### src/rtl/div_sched.sv
// Round-robin scheduler sharing one 5-bit sequential divider between NREQ requesters.
// Optional DIV_ZERO_BYPASS_EN: divisor-0 grants skip the divider and return an error result.
`timescale 1ns/1ps
module div_sched #(
   parameter int              NREQ    = 4,
   parameter int              TO_W    = 20,
   parameter logic [TO_W-1:0] TIMEOUT = 20'd200000
) (
   input  logic              clk,
   input  logic              reset,
   input  logic [NREQ-1:0]   req,
   input  logic [5*NREQ-1:0] a_in,
   input  logic [5*NREQ-1:0] b_in,
   output logic [NREQ-1:0]   done,
   output logic [4:0]        q_out,
   output logic [4:0]        r_out,
   output logic              err,
   output logic              busy,
   output logic              div_start,
   output logic [4:0]        div_a,
   output logic [4:0]        div_b,
   input  logic [4:0]        div_q,
   input  logic [4:0]        div_r,
   input  logic              div_ok
);

   localparam int IW = (NREQ > 1) ? $clog2(NREQ) : 1;

   localparam logic [2:0] S_IDLE = 3'd0;
   localparam logic [2:0] S_ARM  = 3'd1;
   localparam logic [2:0] S_RUN  = 3'd2;
   localparam logic [2:0] S_CAP  = 3'd3;
   localparam logic [2:0] S_DONE = 3'd4;

   localparam logic [NREQ-1:0] ONE     = NREQ'(1);
   localparam logic [TO_W-1:0] WD_LAST = TIMEOUT - 1'b1;

   logic [2:0]      state;
   logic [IW-1:0]   ptr;
   logic [IW-1:0]   id;
   logic [TO_W-1:0] wdog;

   logic            gnt_found;
   logic [IW-1:0]   gnt_id;
   logic [IW-1:0]   ptr_next;
   logic [4:0]      a_sel;
   logic [4:0]      b_sel;

   // First pending request at or above the pointer, wrapping modulo NREQ.
   always_comb begin
      int unsigned idx;
      gnt_found = 1'b0;
      gnt_id    = '0;
      for (int unsigned k = 0; k < NREQ; k++) begin
         idx = (32'(ptr) + k) % NREQ;
         if (!gnt_found && req[idx]) begin
            gnt_found = 1'b1;
            gnt_id    = IW'(idx);
         end
      end
   end

   always_comb begin
      a_sel    = a_in[5*int'(gnt_id) +: 5];
      b_sel    = b_in[5*int'(gnt_id) +: 5];
      ptr_next = (gnt_id == IW'(NREQ-1)) ? '0 : gnt_id + 1'b1;
   end

   assign busy = (state != S_IDLE);

   always_ff @(posedge clk) begin
      if (reset) begin
         state     <= S_IDLE;
         ptr       <= '0;
         id        <= '0;
         wdog      <= '0;
         done      <= '0;
         q_out     <= '0;
         r_out     <= '0;
         err       <= 1'b0;
         div_start <= 1'b0;
         div_a     <= '0;
         div_b     <= '0;
      end else begin
         done <= '0;
         case (state)
            S_IDLE: begin
               if (gnt_found) begin
                  div_a <= a_sel;
                  div_b <= b_sel;
                  id    <= gnt_id;
                  ptr   <= ptr_next;
                  wdog  <= '0;
`ifdef DIV_ZERO_BYPASS_EN
                  if (b_sel == 5'd0) begin
                     q_out <= '1;
                     r_out <= a_sel;
                     err   <= 1'b1;
                     done  <= ONE << gnt_id;
                     state <= S_DONE;
                  end else begin
                     div_start <= 1'b1;
                     state     <= S_ARM;
                  end
`else
                  div_start <= 1'b1;
                  state     <= S_ARM;
`endif
               end
            end
            S_ARM, S_RUN: begin
               // Watchdog wins over a same-cycle handshake so the abort bound is exact.
               if (wdog == WD_LAST) begin
                  div_start <= 1'b0;
                  q_out     <= '0;
                  r_out     <= '0;
                  err       <= 1'b1;
                  done      <= ONE << id;
                  state     <= S_DONE;
               end else begin
                  wdog <= wdog + 1'b1;
                  if (state == S_ARM && !div_ok)
                     state <= S_RUN;
                  else if (state == S_RUN && div_ok)
                     state <= S_CAP;
               end
            end
            S_CAP: begin
               q_out     <= div_q;
               r_out     <= div_r;
               err       <= 1'b0;
               div_start <= 1'b0;
               done      <= ONE << id;
               state     <= S_DONE;
            end
            S_DONE: state <= S_IDLE;
            default: state <= S_IDLE;
         endcase
      end
   end

endmodule

### config.mk
export PLATFORM = sky130hd
export DESIGN_NAME = div_sched
export DESIGN_NICKNAME = d
export VERILOG_FILES = /design/src/rtl/div_sched.sv
export SDC_FILE = /design/constraint.sdc
export NUM_CORES = 1
export LEC_CHECK = 0
export CORE_MARGIN = 1.5
export CORE_UTILIZATION = 30
export DETAILED_ROUTE_END_ITERATION = 16
export PLACE_DENSITY_LB_ADDON = 0.15
export RECOVER_POWER = 100
export REMOVE_ABC_BUFFERS = 1
export SLEW_MARGIN = 20
export SYNTH_ARGS = -nofsm -noshare
export SYNTH_HDL_FRONTEND = slang
export SYNTH_SLANG_ARGS = --single-unit
### constraint.sdc
create_clock -name clk -period 2.3 [get_ports clk]
set_input_delay 0.46 -clock clk [delete_from_list [all_inputs] [get_ports clk]]
set_output_delay 0.46 -clock clk [all_outputs]
set_load 0.03 [all_outputs]
# [Word level (Yosys, flattened, before mapping)]
# Index checks and enable logic that the tools add are counted.
[word_totals] regBits=53 word_cells=88
[op_classes] n_lt_le_gt_ge=4 n_eq_ne=9 n_reduce_logical=20 mux=35 shifts=3 multipliers=1 add_sub_neg=5
[op_table] operator="20-bit two-way mux" count=2
[op_table] operator="20-bit one-hot mux with 2 select lines" count=1
[op_table] operator="20-bit by 32-bit variable part select with 5-bit output" count=1
[op_table] operator="20-bit by 1-bit adder with 20-bit output, second input constant" count=1
[op_table] operator="20-bit by 18-bit == test with 1-bit output, second input constant" count=1
[op_table] operator="5-bit one-hot mux with 2 select lines" count=2
[op_table] operator="20-bit by 6-bit variable part select with 5-bit output" count=1
[op_table] operator="2-bit by 3-bit < comparator with 1-bit output, second input constant" count=4
[op_table] operator="3-bit two-way mux" count=4
[op_table] operator="1-bit two-way mux" count=11
[op_table] operator="2-bit two-way mux" count=5
[op_table] operator="3-bit one-hot mux with 3 select lines" count=1
[op_table] operator="1-bit binary-select mux with 2-bit select" count=4
[op_table] operator="4-bit one-hot mux with 2 select lines" count=1
[op_table] operator="3-bit by 2-bit == test with 1-bit output, second input constant" count=2
[op_table] operator="2-bit inequality test, second input constant" count=3
[op_table] operator="2-bit AND reduction" count=3
[op_table] operator="3-bit AND reduction" count=2
[op_table] operator="3-bit nonzero test" count=2
[op_table] operator="1-bit logical AND" count=5
[op_table] operator="3-bit by 2-bit multiplier with 5-bit output, first input constant" count=1
[op_table] operator="5-bit two-way mux" count=1
[op_table] operator="2-bit by 1-bit adder with 2-bit output, second input constant" count=2
[op_table] operator="2-bit adder, second input constant" count=2
[op_table] operator="other kinds (11)" count=15

# [Logic depth before layout (Yosys ltp)]
[depth] depth_word=14 ltp_mapped=8 depth_no_buf=6

# [Worst setup path before layout]
# OpenSTA, ideal clock, no wires.
[synth_path] path_kind="register to register" startpoint="reg state[2]" endpoint="reg wdog[6]" slack_ns=0.296 path_stages_with_launch=9 arrival_ns=1.888 synth_period_minus_slack_ns=2.004 path_buffers=2 required_ns=2.184 path_cell_list="dfxtp_1 -> buf_2 -> nor3_1 -> clkinv_1 -> nor2_2 -> or2_2 -> buf_4 -> nor2_1 -> a31o_2"
[synth_between] elab_chain_cells=4 elab_cells_between_ends=9 cone_classes="eq/ne (4); mux (1); reduce/logical (4)"
[synth_rtl] element="start: declaration" line="38" source="logic [2:0] state;"
[synth_rtl] element="start signal: assignment" line="73" source="state <= S_IDLE;"
[synth_rtl] element="start signal: assignment" line="107" source="state <= S_ARM;"
[synth_rtl] element="start signal: assignment" line="119" source="state <= S_DONE;"
[synth_rtl] element="3-bit by 1-bit == test with 1-bit output or 3-bit by 2-bit == test with 1-bit output (tied branches)" line="86" source="case (state)"
[synth_rtl] element="2-bit OR reduction" line="86"
[synth_rtl] element="2-bit inequality test (no line) or 2-bit nonzero test (tied branches)"
[synth_rtl] element="3-bit AND reduction (no line)"
[synth_rtl] element="end signal: assignment" line="121" source="wdog <= wdog + 1'b1;"
[synth_rtl] element="end: declaration" line="41" source="logic [TO_W-1:0] wdog;"
# Parallel ways exist; a longest one is shown, timed or not.
# A chain may end at the register's enable or synchronous reset.

# [Worst setup path in the final report]
[layout_path] startpoint="in req[0]" endpoint="reg div_a[3]"
[layout_between] elab_chain_cells=14 elab_cells_between_ends=25 cone_classes="mul (1); shift (1); mux (16); reduce/logical (7)"
[layout_rtl] element="start: declaration" line="11" source="input logic [NREQ-1:0] req,"
[layout_rtl] element="1-bit binary-select mux with 2-bit select" line="56" source="if (!gnt_found && req[idx]) begin"
[layout_rtl] element="1-bit two-way mux (not written as such)" line="56"
[layout_rtl] element="1-bit two-way mux" line="56"
[layout_rtl] element="1-bit zero test" line="56"
[layout_rtl] element="1-bit logical AND" line="56"
[layout_rtl] element="1-bit two-way mux" line="56"
[layout_rtl] element="1-bit zero test" line="56"
[layout_rtl] element="1-bit logical AND" line="56"
[layout_rtl] element="1-bit two-way mux" line="56"
[layout_rtl] element="1-bit zero test" line="56"
[layout_rtl] element="1-bit logical AND" line="56"
[layout_rtl] element="2-bit two-way mux" line="56"
[layout_rtl] element="3-bit by 2-bit multiplier with 5-bit output" line="64" source="a_sel = a_in[5*int'(gnt_id) +: 5];"
[layout_rtl] element="20-bit by 32-bit variable part select with 5-bit output" line="64"
[layout_rtl] element="end signal: assignment" line="89" source="div_a <= a_sel;"
[layout_rtl] element="end: declaration" line="20" source="output logic [4:0] div_a,"
# Parallel ways exist; a longest one is shown, timed or not. The select of a mux whose other input is x is not followed.

==> flow_summary.toml <==
[min_path]
hold_class = "register to register"
hold_path_startpoint = "div_start$_SDFFE_PP0P_"
hold_depth = 1

[logic_synthesis]
async_flop_share_pct = 0
ys_dominant_reg_cell = "dfxtp_1"
synthesis.yosys.warnings = 0
syn-cell-area_sq_um = 2660
ys_seq_area_share_pct = 39.8
number_of_enable_type_register_cells_in_the_synthesized_netlist = 0
flop_and_latch_count_out_of_synthesis = 53
syn-instance-count = 295
synth.top_cells.by_area = "dfxtp_1, mux2i_1, xnor2_1, nor2_1, and4_1"
mean_instance_size_in_the_synthesized_netlist_sq_um = 9.03
yosys.cell_types.count = 51
synth_top_area_cell = "dfxtp_1"
yosys.area.top_type_share_pct = 39.8

[route]
post_drt_via_cell_ratio = 5.00
detail_route.first_pass.iterations = 4
first_iter_violations = 88
wl_per_cell_um = 13.9
vias = 2505
drc = 0
drt_wl_total_mm = 6.94
route.antenna.remaining_nets = 0

[floorplan]
design.portCount = 84
total_core_area_sq_um = 8680
initial_utilization_pct = 30.7
die-area_sq_um = 9450
die-height_um = 97.2
std_cell_rows = 34
fp.dieW_um = 97.2

[cts]
number_of_clock_sinks = 53
hold_buffers = 0
clock_tree.root_cell = "clkbuf_8"
cts_tree = "built"
clock_slew_at_the_register_clock_pins_of_the_worst_setup_and_hold_paths_ps = 90
cts-htree-levels = 2
worstSkewPairLatency_ps = 300
max-clock-path-buffers = 2
numCtsBuffers = 5

[cells_and_area]
layout-area-overhead-vs-synth_pct = 41.8
post-route-util_pct = 43.5
antennaDiodeCount = 0
drive_above_1_share_pct = 10.2
layout.cells.most_common = "clkdlybuf4s50_1"
finish.instance_area_sq_um = 3770
layout.cells.most_common_list = "clkdlybuf4s50_1, dfxtp_1, nor2_1"
post_layout_nonfiller_instances = 501
nets = 450
fillers = 913

[critical_path]
cp.arrival_ps = 2330
cpMaxStageDelayCell = "or4_1"
cp_slowest_stage_delay_ps = 580
critical_path_required_ps = 2530
cp-end-kind = "register"
timing.reg2reg.worst_path_depth = 7
timing.rr.start = "wdog[0]$_SDFFE_PP0P_"
setup.worst_path.start = "req[0]"
crit_path_start_kind = "input port"
critical_setup_path_kind = "input port to register"
crit_path_cell_trace = "clkdlybuf4s50_1, or4_1, clkbuf_1, a21oi_1, buf_4, clkbuf_2, nand2_1, o211ai_1"
critPathMaxFanout = 8

[power_and_ir_drop]
net-switching-power_mw = 0.691
power.share.switching_pct = 31.4
p_seq_share_pct = 46.7
share_comb_of_total_power_pct = 30.0
p_leak_nw = 1.46
report.power.total_mw = 2.20
fraction_of_power_consumed_by_the_clock_network_pct = 23.3
vdd_ir_drop_max_mv = 0.299
power-per-cell-area_nw_per_um2 = 583
internal_power_mw = 1.51

[place]
numPortBuffers = 83
gp_congestion = 0.791
placement.setup.worst_slack_ps = -113
postPlaceCellArea_sq_um = 3760
place_hpwl_mm = 5.21
placedCellCount = 493

[run_status]
status = "finished, final reports clean"

[timing]
tightestPinTransition_ps = 660
hold_slack_ps = 466
fin_setup_tns_ps = 0
rsz0062_at_grt = "false"
worst_slack_ps = 197
timing.slew.headroom_pct = 55.8
fmax_ghz = 0.476
final.setup_skew_ps = 5.98
finalSetupViolCount = 0
layout_min_cycle_time_ps = 2100
finalMaxSlewViolations = 0
post-route-period-util_pct = 91.4
finalHoldViolCount = 0

[global_routing]
overflow = 0
grt_usage_pct = 15.2
first_pass_grt_wire_length_mm = 11.9
initial_antenna_violation_count = 0
first_global_vias = 2605
grt_max_degree = 16

[flow_run]
timing.max_cap.violations = 0
[cell families after synthesis]
| logic type | after synthesis | synth area share (%) |
|---|---|---|
| buf+inv | 23 | 4.18 |
| simple gates | 114 | 24.2 |
| fa+ha+maj | 1 | 0.470 |
| mux | 15 | 5.69 |
| compound gates | 75 | 21.0 |
| xor+xnor | 14 | 4.61 |
| flops | 53 | 39.8 |
[power by group through the flow]
stage / registers [mW] / logic, mW / clock network (mW)
after floorplan: 1.13 / 0.276 / 0
after global placement: 1.05 / 0.708 / 0
after detailed placement: 1.05 / 0.714 / 0
after CTS: 1.03 / 0.716 / 0.546
after global routing: 1.04 / 0.722 / 0.573
final: 1.03 / 0.661 / 0.513
[registers in the layout, summed over array words and instances, names as in the netlist, 2 cells and up]
register and cells:
wdog 20, div_a 5, q_out 5, div_b 5
done 4, id 2, r_out 5, state 3
ptr 2
[layout make-up]
type	count	area [sq um]	area share [%]
Clock inverter	2	10.0	0.265
Multi-Input combinational cell	219	1480	39.2
Sequential cell	53	1060	28.1
Clock buffer	6	72.6	1.92
Tap cell	108	135	3.58
Timing Repair Buffer	107	993	26.3
Inverter	6	22.5	0.597
[worst paths after layout]
| check | end | slack [ps] |
|---|---|---|
| worst min-delay path | div_start$_SDFFE_PP0P_ | 470 |
| worst min register to register | div_start$_SDFFE_PP0P_ | 470 |
| worst max-delay path | div_a[3]$_SDFFE_PP0P_ | 200 |
| worst max register to register | r_out[1]$_SDFFE_PP0P_ | 230 |
[what timing repair did]
item,in CTS,in global routing
setup buffers,0,0
setup endpoints to repair,0,1
resized for setup,0,1
hold endpoints to repair,0,0
[metal layers]
metal / GRT usage [%] / vias to the layer above / wire length (um) / share of wire (%)
met2: 25.9 / 65 / 3250 / 47
met4: 5.05 / 0 / 91 / 1.3
met1: 18.5 / 1139 / 3250 / 47
li1: - / 1293 / - / -
met3: 4.03 / 8 / 356 / 5.1
met5: 0 / - / 0 / 0
[synthesized netlist by cell type, types with 2 or more instances]
cell type,number
dfxtp_1,53
nor2_1,29
nand2_1,24
mux2i_1,14
xnor2_1,13
o211ai_1,12
and4_1,11
o21ai_0,11
o31a_1,11
a22o_1,10
nor4_1,10
a21oi_1,9
clkbuf_1,9
nand3_1,8
nor3_1,6
buf_2,5
inv_1,5
and3_1,4
or2_2,4
a211oi_1,3
a31oi_1,3
nand4_1,3
o21a_1,3
a311oi_1,2
a31o_2,2
a41o_1,2
buf_6,2
nand2b_1,2
nor2b_1,2
or4_1,2
[critical path: cells and delay by family]
family	cells	cell delay, ps
buffers and inverters	4	970
AND/OR/NAND/NOR	2	660
AO/OA/AOI/OAI	2	240
Note: power is estimated with default switching activity, not from simulation.
